--- src/rtl/tag_pkg.sv ---
// Shared types and constants for the A/B tag issuer.
// Tags are 16 bits wide and each table holds eight entries.
package tag_pkg;

    localparam int TAGW  = 16;
    localparam int NSLOT = 8;
    localparam int SLOTW = 3;

    typedef logic [TAGW-1:0]  tag_t;
    typedef logic [SLOTW-1:0] slot_t;

    localparam tag_t TAG_INIT_DEF = 16'h0000;

endpackage

--- src/rtl/tag_pick_free.sv ---
// Lowest-index free-slot finder for one tag table.
// The finder uses the registered valid bits only.
module tag_pick_free
    import tag_pkg::*;
(
    input  logic [NSLOT-1:0] vld,
    output logic             found,
    output slot_t            slot
);

    // Scan downward so the lowest free index is the one left standing.
    always_comb begin
        found = 1'b0;
        slot  = '0;
        for (int i = NSLOT - 1; i >= 0; i--) begin
            if (!vld[i]) begin
                found = 1'b1;
                slot  = slot_t'(i);
            end
        end
    end

endmodule

--- src/rtl/tag_issuer.sv ---
// Allocates unique tags into tables A and B from a wrapping counter.
// Any candidate that matches a live tag is skipped for good.
module tag_issuer #(
    parameter int               TAGW     = 16,
    parameter int               NSLOT    = 8,
    parameter logic [TAGW-1:0]  TAG_INIT = 16'h0000
) (
    input  logic                       clk,
    input  logic                       rstn,
    input  logic                       req_a,
    input  logic                       req_b,
    input  logic [NSLOT-1:0]           ret_a,
    input  logic [NSLOT-1:0]           ret_b,
    output logic                       gnt_a,
    output logic                       gnt_b,
    output logic [2:0]                 gnt_slot_a,
    output logic [2:0]                 gnt_slot_b,
    output logic [TAGW-1:0]            gnt_tag_a,
    output logic [TAGW-1:0]            gnt_tag_b,
    output logic [NSLOT-1:0]           vlda,
    output logic [NSLOT-1:0]           vldb,
    output logic [NSLOT-1:0][TAGW-1:0] taga,
    output logic [NSLOT-1:0][TAGW-1:0] tagb
);

    import tag_pkg::*;

    logic [TAGW-1:0]            ctr_q;
    logic [TAGW-1:0]            ctr_nxt;
    logic [NSLOT-1:0]           vlda_q;
    logic [NSLOT-1:0]           vldb_q;
    logic [NSLOT-1:0]           vlda_nxt;
    logic [NSLOT-1:0]           vldb_nxt;
    logic [NSLOT-1:0][TAGW-1:0] taga_q;
    logic [NSLOT-1:0][TAGW-1:0] tagb_q;

    logic                       found_a;
    logic                       found_b;
    slot_t                      free_a;
    slot_t                      free_b;
    logic                       offer_a;
    logic                       offer_b;
    logic [TAGW-1:0]            cand_a;
    logic [TAGW-1:0]            cand_b;
    logic                       hit_a;
    logic                       hit_b;
    logic                       win_a;
    logic                       win_b;
    logic [NSLOT-1:0]           set_a;
    logic [NSLOT-1:0]           set_b;

    tag_pick_free u_free_a (
        .vld   (vlda_q),
        .found (found_a),
        .slot  (free_a)
    );

    tag_pick_free u_free_b (
        .vld   (vldb_q),
        .found (found_b),
        .slot  (free_b)
    );

    assign offer_a = req_a & found_a;
    assign offer_b = req_b & found_b;

    // B only takes ctr+1 when A is also consuming a counter value.
    assign cand_a = ctr_q;
    assign cand_b = offer_a ? ctr_q + {{(TAGW-1){1'b0}}, 1'b1}
                            : ctr_q;

    // Retiring entries still count as live here; that is safe.
    always_comb begin
        hit_a = 1'b0;
        hit_b = 1'b0;
        for (int i = 0; i < NSLOT; i++) begin
            if (vlda_q[i] && (taga_q[i] == cand_a)) hit_a = 1'b1;
            if (vldb_q[i] && (tagb_q[i] == cand_a)) hit_a = 1'b1;
            if (vlda_q[i] && (taga_q[i] == cand_b)) hit_b = 1'b1;
            if (vldb_q[i] && (tagb_q[i] == cand_b)) hit_b = 1'b1;
        end
    end

    assign win_a = offer_a & ~hit_a;
    assign win_b = offer_b & ~hit_b;

    assign ctr_nxt = ctr_q
                   + {{(TAGW-1){1'b0}}, offer_a}
                   + {{(TAGW-1){1'b0}}, offer_b};

    always_comb begin
        set_a         = '0;
        set_b         = '0;
        set_a[free_a] = win_a;
        set_b[free_b] = win_b;
    end

    // The grant slot was free, so a retire bit on it changes nothing.
    assign vlda_nxt = (vlda_q & ~ret_a) | set_a;
    assign vldb_nxt = (vldb_q & ~ret_b) | set_b;

    always_ff @(posedge clk or negedge rstn) begin
        if (!rstn) begin
            ctr_q  <= TAG_INIT;
            vlda_q <= '0;
            vldb_q <= '0;
        end else begin
            ctr_q  <= ctr_nxt;
            vlda_q <= vlda_nxt;
            vldb_q <= vldb_nxt;
        end
    end

    always_ff @(posedge clk or negedge rstn) begin
        if (!rstn) begin
            taga_q <= '0;
            tagb_q <= '0;
        end else begin
            if (win_a) taga_q[free_a] <= cand_a;
            if (win_b) tagb_q[free_b] <= cand_b;
        end
    end

    assign gnt_a      = win_a;
    assign gnt_b      = win_b;
    assign gnt_slot_a = win_a ? free_a : '0;
    assign gnt_slot_b = win_b ? free_b : '0;
    assign gnt_tag_a  = win_a ? cand_a : '0;
    assign gnt_tag_b  = win_b ? cand_b : '0;

    assign vlda = vlda_q;
    assign vldb = vldb_q;
    assign taga = taga_q;
    assign tagb = tagb_q;

endmodule

--- config.mk ---
export PLATFORM = sky130hd
export DESIGN_NAME = tag_issuer
export DESIGN_NICKNAME = d
export VERILOG_FILES = /design/src/rtl/tag_pkg.sv /design/src/rtl/tag_pick_free.sv /design/src/rtl/tag_issuer.sv
export SDC_FILE = /design/constraint.sdc
export NUM_CORES = 1
export LEC_CHECK = 0
export BUFFER_PORTS_ARGS = -buffer_cell sky130_fd_sc_hd__buf_2
export CORE_AREA = 10 10 236 238
export CTS_BUF_LIST = sky130_fd_sc_hd__clkbuf_2 sky130_fd_sc_hd__clkbuf_4 sky130_fd_sc_hd__clkbuf_8
export DETAILED_ROUTE_END_ITERATION = 7
export DIE_AREA = 0 0 246 248
export REMOVE_ABC_BUFFERS = 1
export SYNTH_ARGS = -nofsm -noshare
export SYNTH_HDL_FRONTEND = slang
export SYNTH_SLANG_ARGS = --single-unit
--- constraint.sdc ---
create_clock -name clk -period 14.05 [get_ports clk]
set_clock_uncertainty 0.2 [all_clocks]
set_input_delay 0 -clock clk [delete_from_list [all_inputs] [get_ports clk]]
set_output_delay 0 -clock clk [all_outputs]
set_load 0.05 [all_outputs]
==> results.md, run 1 <==
- The die covers 61000 sq um.
- Static timing analysis puts the maximum clock frequency at 124 MHz.
- The pin slew with the least headroom to its limit is 1.23 ns.
- The maximum number of pins on one net before global-route repair is 99.
- The average wire length per cell after detail routing is 34.8 um.
- The setup TNS after final layout is 0 ns.
- The worst hold path belongs to the class primary input to flip-flop.
- The first-pass GRT wire length is 146000 um.
- The signal on the critical path passes through nand4_1, o21ai_2, inv_1, xnor2_2, xnor2_1, nor4_1, nand4_1, o221ai_1, a2111oi_4, nand4_1, nor2_1, buf_2.
- In the routed layout, each cell is associated on average with a via count of 6.21.
- The sink count of the clock tree is 288.
- The antenna violation net count after detailed routing is 0.
- The reported max-cap violation count is 0.
- Setup repair after global routing left no endpoint under its margin.
- The die height is 248 um.
- The worst-case vdd ir drop is 125 uV.
- The final route contains 18700 vias.
- Yosys mapped a number of flops with a built-in enable equal to 0.
- The placed standard-cell area is 22700 sq um.
- For this run, the slowest stage of the critical path takes 1.07 ns.
- The routed design could run at a clock period as short as 8.05 ns.
- Counting cells, the worst reg-to-reg path comes to 12.
- The global-route total usage across every layer is 0.335.
- The fraction of layout instances using a drive strength above 1 is 0.342.
- In the routed design, unresolved DRC markers number 0.
- Clock-pin slew was measured on the worst setup and hold paths at 0.06 ns.
- Summed over all nets, the half-perimeter wirelength after detailed placement is 73700 um.
- The total number of nets in the final design is 2313.
- The number of endpoints with negative hold slack in the final report is 0.
- The clock root buffer master is clkbuf_8.
- The power density of the placed cells is 187 nW/um^2.
- The total overflow left after global routing is 0.
- Setup violations remaining at the end of the flow were counted as 0.
- Among the stages of the critical path, the cell type that occurs most often is nand4_1.
- The leakage dissipation is 11.2 nW.
- The number of antenna violations at the first check in global routing came to 3.
- The quantity of I/O buffers inserted on ports is 331.
- The tightest hold path in the finished design has a slack of 0.325 ns.
- The TritonCTS clock tree is yes.
- The length of the first detailed-routing pass in iterations is 6.
- The initialized floorplan defines 83 standard-cell rows.
- The cell count after synthesis came out at 1924.
- The number of distinct library cells after synthesis is 84.
- In this run the horizontal extent of the chip is 246 um.
- The final RePlAce weighted congestion is 1.01.
- During synthesis, Yosys emitted a total of 0 warnings.
- Of the synthesized area, sequential elements account for 0.358.
- The total wire length is 105000 um.
- The mapped netlist covers 20100 sq um.
- The run finished with clean final reports.
- The hold-critical path depth is 5.
- The starting density of the core is 0.394.
- The number of gates resized after cts is 0.
- The H-tree was split into 2 levels.
- The cell with the largest stage delay on the worst path is nand4_1.
- Counting flops and latches in the post-synthesis netlist gives 288.
- The nature of the critical path startpoint is a flip-flop.
- In the synthesized netlist the dominant register cell turns out to be dfrtp_1.
- The post-route cell area is 24300 sq um.
- For this run, asynchronously set or reset flops after synthesis account for 1.00.
- In the finished design, the share of the clock period the worst path needs comes to 0.573.
- Compared with the post-synthesis result, the final layout area differs by 20.7%.
- The worst-skew pair later-pin latency is 0.68 ns.
- The slack of the worst reg-to-reg path is 6.96 ns.
- The number of global-route vias before repair came to 18700.
- Data on the critical path is required at its endpoint by 13.85 ns.
- Measured against its own limit, the worst slew margin works out to 0.173.
- Along the worst path, the maximum fanout reaches 20.
- The setup path with the least slack is of type flip-flop to output port.
- The iteration-0 DRC count of the detailed router is 2175.
- The core area is 51000 sq um.
- The critical path data arrival time is 7.85 ns.
- The number of top-level design ports is 332.
- The number of pins exceeding their max-slew limit in the final report was 0.
- A synthesized cell averages 10.5 sq um.
- After clock tree synthesis, the setup repair step added 0 buffers.
- The number of buffers added by the clock tree synthesis step is 53.
- The longest clock path from root to sink contains 3 buffers.
- The type of element capturing the critical path is an output port.
## kinds of logic after synthesis
group / count (synthesis) / synth area share
DFF: 288 / 0.358
xor gates and xnor gates: 479 / 0.217
AOI/OAI and AO/OA: 285 / 0.103
muxes: 265 / 0.159
buffers and inverters: 168 / 0.0373
adders and majority gates: 3 / 0.00224
and+or+nand+nor: 436 / 0.123
## registers in the layout, indices dropped and copies added (netlist names)
name and cells:
cand_a 16, vlda 8, tagb 128, taga 128, vldb 8
## area by class of cell
type                       instances  area, sq um
multi-input combinational       1468        12200
tap                              680          851
clock buffer                      75          963
antenna                            2         5.00
timing repair buffer             445         2650
clock inverter                    21          226
inverter                          34          128
fill                            4832        26700
sequential                       288         7230
## power by group
part / internal (mW) / switching, mW
Clock: 0.518 / 0.404
Combinational: 0.780 / 1.58
Sequential: 0.946 / 0.312
## what timing repair did
item	CTS	global route
hold buffers	42	0
setup endpoints to repair	0	0
hold endpoints to repair	166	0
## cells in the mapped netlist, types with 9 or more instances
| cell | number | area, sq um |
|---|---|---|
| nor2_1 | 69 | 259 |
| buf_1 | 33 | 124 |
| mux2_2 | 183 | 2060 |
| and2_1 | 23 | 144 |
| o2111ai_1 | 17 | 149 |
| xnor2_1 | 315 | 2760 |
| nand2_1 | 62 | 233 |
| o21ai_0 | 67 | 335 |
| xnor3_1 | 11 | 248 |
| o221ai_1 | 16 | 140 |
| and3_1 | 12 | 75.1 |
| inv_1 | 33 | 124 |
| o22ai_1 | 19 | 119 |
| a31oi_1 | 14 | 87.6 |
| xor2_1 | 150 | 1310 |
| mux2i_1 | 12 | 120 |
| mux2_1 | 9 | 101 |
| nor3_1 | 37 | 185 |
| a2111oi_0 | 9 | 78.8 |
| nand3_1 | 67 | 335 |
| a21oi_1 | 39 | 195 |
| dfrtp_1 | 288 | 7210 |
| buf_2 | 26 | 130 |
| o211ai_1 | 16 | 120 |
| nand4_1 | 45 | 282 |
| a211oi_1 | 14 | 105 |
| mux2_4 | 61 | 916 |
| nor4_1 | 58 | 363 |
| clkbuf_1 | 62 | 233 |
| and4_1 | 9 | 78.8 |
## critical path, delay by kind of cell (launching register included)
family / cells / cell delay (ns)
xor+xnor: 2 / 1.15
compound gates: 3 / 2.23
simple gates: 5 / 2.54
flops: 1 / 0.68
buf+inv: 2 / 0.54
## metal layers
metal,track usage,share of wire,wire [um]
met3,0.0791,0.093,9760
met2,0.515,0.45,47000
met1,0.431,0.40,42400
met5,0,0,0
met4,0.176,0.055,5760
## final timing paths
path                                      start              endpoint
min                                       req_a   tagb[1]$_DFFE_PN0P_
max reg2reg                   vlda[5]$_DFF_PN0_     vldb[0]$_DFF_PN0_
max                           vlda[5]$_DFF_PN0_         gnt_tag_b[11]
max in group asynchronous                  rstn   cand_a[8]$_DFF_PN0_
min reg2reg                taga[16]$_DFFE_PN0P_  taga[16]$_DFFE_PN0P_
min in group asynchronous                  rstn  taga[91]$_DFFE_PN0P_
## cells in the final DEF (no fill, tap or decap), types with 9 or more instances in the layout
master,n
a211oi_1,14
a21oi_1,37
a31oi_1,14
and2_1,23
and3_1,12
and4_1,9
buf_2,330
buf_4,71
clkbuf_4,11
clkbuf_8,64
clkinv_2,9
dfrtp_1,272
dfrtp_2,16
dlygate4sd3_1,41
inv_1,33
mux2_1,9
mux2_2,183
mux2_4,61
mux2i_1,12
nand2_1,62
nand3_1,67
nand4_1,45
nor2_1,69
nor3_1,36
nor4_1,58
o2111ai_1,17
o211ai_1,16
o21ai_0,67
o221ai_1,16
o22ai_1,19
xnor2_1,309
xnor3_1,11
xor2_1,150
## per-stage QoR
step / setup slack (ns) / instances / power, mW / util
detailed placement: 6.89 / 2873 / 3.56 / 0.444
global placement: 7.10 / 2872 / 3.55 / 0.444
floorplan: 7.05 / 1790 / 2.67 / -
CTS: 6.18 / 3011 / 4.50 / 0.476
finish: 6.00 / 3013 / 4.54 / 0.476
global route: 5.79 / 3012 / 4.68 / 0.476
No activity file was read; power rests on OpenSTA's default activity.
==> run 2: changes to the inputs <==
==> constraint.sdc (replaced) <==
create_clock -name clk -period 8.42 [get_ports clk]
set_clock_uncertainty 0.2 [all_clocks]
set_input_delay 0 -clock clk [delete_from_list [all_inputs] [get_ports clk]]
set_output_delay 0 -clock clk [all_outputs]
set_load 0.05 [all_outputs]
==> run 2 against run 1 <==
  * Flip-flop and latch count stayed put
  * Utilization rose by 0.17 points
  * Sequential share of layout area down 0.10 points
  * Global-route usage shrank 1.1 points
  * Critical path type unchanged
  * Wire length shrank 3.3%
  * Combinational power is 65% higher
  * Largest cell class unchanged
  * Hold slack got worse by 0.11 ns
  * Power up 65%
==> results.md, run 2 (same netlist as run 1, synthesis figures left out) <==
- The flow ran to the end, and the final reports show no timing, DRC or antenna violations.
- 332 I/O pins were placed.
- The worst hold path passes through 4 cells.
- The fill cell instance count of the final layout is 4789.
- In the layout the commonest cells are 330 x buf_2, 310 x xnor2_1, 272 x dfrtp_1, 183 x mux2_2, 150 x xor2_1.
- The number of global-route vias before repair is 18900.
- The detail route stage leaves a number of antenna-violating nets equal to 0.
- The number of cells in the finished layout apart from fillers is 3024.
- The highest cell delay on the worst timing path is 0.91 ns.
- The multi-input logic area is 12200 sq um.
- The number of buffers added by the clock tree synthesis step is 52.
- At the pin with the least slew margin, the transition time is 1.19 ns.
- The average wire length per cell after detail routing is 33.6 um.
- The iteration-0 DRC count of the detailed router is 1906.
- The startpoint identified for the worst register-to-register timing path is vlda[0]$_DFF_PN0_.
- The path depth of the worst reg2reg path is 13.
- VDD sags by at most 181 uV.
- In this run the register-to-register setup slack is 1.07 ns.
- Setup repair after global routing left no endpoint under its margin.
- The worst-case headroom to the max-slew limit is 0.197.
- The count of buffers added on input and output ports is 331.
- The worst min-delay path startpoint is req_a.
- The area enclosed by the die boundary is 61000 sq um.
- The clock root buffer master is clkbuf_8.
- The minimum clock period is 7.52 ns.
- The setup TNS after final layout is 0 ns.
- The final RePlAce weighted congestion is 1.01.
- In the routed design, unresolved DRC markers number 0.
- The layout overhead on the synthesized area is 21.2%.
- The maximum number of pins on one net before global-route repair is 176.
- The total via count in the routed design is 18700.
- The most frequent standard cell in the layout excluding fill and tap cells is buf_2.
- Among the stages of the critical path, the cell type that occurs most often is buf_4.
- The TritonCTS clock tree is yes.
- Global routing finished with a remaining overflow of 0.
- The maximum buffer depth of the clock tree is 3.
- The path type of the worst min-delay path is primary input to flip-flop.
- The end of the worst register-to-register path is vldb[4]$_DFF_PN0_.
- From bottom edge to top edge, the die measures 248 um.
- The number of pins exceeding their max-slew limit in the final report is 0.
- In this run the post-CTS setup repair buffer count came out at 0.
- The analysis attributes to cell leakage a power of 11.3 nW.
- The total wire length is 102000 um.
- Dividing total power by cell area gives a power density of 308 nW/um^2.
- The fraction of layout instances using a drive strength above 1 is 0.345.
- For hold timing, the worst endpoint is tagb[1]$_DFFE_PN0P_.
- Counting tap cells, the placed design contains a total of 2883 instances.
- Timing would allow up to 133 MHz.
- The critical path data arrival time is 7.32 ns.
- The floorplan step set the die width to 246 um.
- The worst setup path is captured at an output port.
- The core area is 51000 sq um.
- CTS saw 288 sinks.
- Before antenna repair, the detailed router went through 5 iterations.
- The number of H-tree levels is 2.
- The first global-routing pass estimated 143000 um of wire.
- The initial utilization of the core area, before any placement, comes to 0.394.
- The clock transition time at the flip-flop clock pins of the worst setup and hold paths is 0.06 ns.
- The family with the most delay on the worst path is compound AO/OA/AOI/OAI gates.
- The number of placement rows is 83.
- The total number of nets in the final design is 2323.
- The half-perimeter wire length of the detailed placement result is 72400 um.
- The number of endpoints with negative hold slack in the final report is 0.
- The hold buffer count at CTS is 43.
- In the routed layout, each cell is associated on average with a via count of 6.17.
- STA puts the critical path data required time at 8.22 ns.
- The cell with the largest stage delay on the worst path is o211ai_1.
- Summing all flip-flop and latch instances after layout gives 7230 sq um.
- The critical path goes through nand4_1, o211ai_1, buf_4, o21ai_1, buf_4, and2_1, o2111ai_1, o221ai_1, a2111oi_4, buf_4, nand4_1, buf_4, nor2_1, buf_2.
- The critical path is of the flip-flop to output port type.
- The buffering stage count on the worst path with inverters included is 5.
- Clock latency on the worst-skew pair, taken at its later pin, is 0.67 ns.
- For this run, the total global-route usage over all layers was measured as 0.324.
- The highest fanout seen on the critical path is 18.
- Gates resized during post-CTS repair numbered 0.
- The number of antenna violations at the first check in global routing was 3.
- The post-route fraction of the period consumed by the critical path is 0.894.
- The nature of the critical path startpoint is a flip-flop.
- The final number of setup-violating endpoints is 0.
- The reported max-cap violation count is 0.
==> run 2: layer usage <==
| layer | GRT usage | vias up | wire (um) |
|---|---|---|---|
| met5 | 0 | - | 17 |
| met4 | 0.165 | 2 | 5460 |
| met3 | 0.0775 | 298 | 9700 |
| met2 | 0.500 | 1095 | 45600 |
| met1 | 0.417 | 9536 | 40700 |
| li1 | - | 7720 | - |
==> run 2: worst min-delay path, delay by kind of cell <==
family,cells,cell delay (ns)
compound gates,2,0.67
buf+inv,1,0.17
mux,1,0.18
==> run 2: where the power goes <==
part / internal [mW] / switching, mW
logic: 1.31 / 2.58
clock network: 0.856 / 0.660
registers: 1.58 / 0.527
==> run 2: cell type report <==
type                            instances  area share
Sequential cell                       288       0.297
Tap cell                              680      0.0349
Inverter                               34     0.00524
Antenna cell                            3    0.000308
Clock buffer                           82      0.0432
Clock inverter                         13     0.00519
Multi-Input combinational cell       1468       0.502
Timing Repair Buffer                  456       0.113
==> run 2: how the worst max path moves through the flow <==
stage	start	to	depth (start not counted)	slack [ns]
3_3_place_gp	vlda[5]$_DFF_PN0_	tagb[113]$_DFFE_PN0P_	13	1.56
3_5_place_dp	vlda[5]$_DFF_PN0_	tagb[115]$_DFFE_PN0P_	13	1.53
5_1_grt	vlda[5]$_DFF_PN0_	gnt_tag_b[2]	15	0.91
4_1_cts	vlda[5]$_DFF_PN0_	gnt_slot_b[0]	15	1.13
6_report	vlda[0]$_DFF_PN0_	gnt_slot_b[0]	14	0.90
2_1_floorplan	cand_a[2]$_DFF_PN0_	gnt_tag_b[10]	10	1.42
==> run 2: through the flow <==
stage	power [mW]	utilization	worst slack [ns]	instance area (sq um)	hold slack, ns
3_3_place_gp	5.87	0.446	1.56	22700	-0.0932
5_1_grt	7.75	0.478	0.911	24400	0.203
2_1_floorplan	4.45	-	1.42	19500	-0.496
3_5_place_dp	5.89	0.446	1.53	22700	-0.0815
6_report	7.51	0.478	0.895	24400	0.219
4_1_cts	7.43	0.478	1.13	24400	0.145
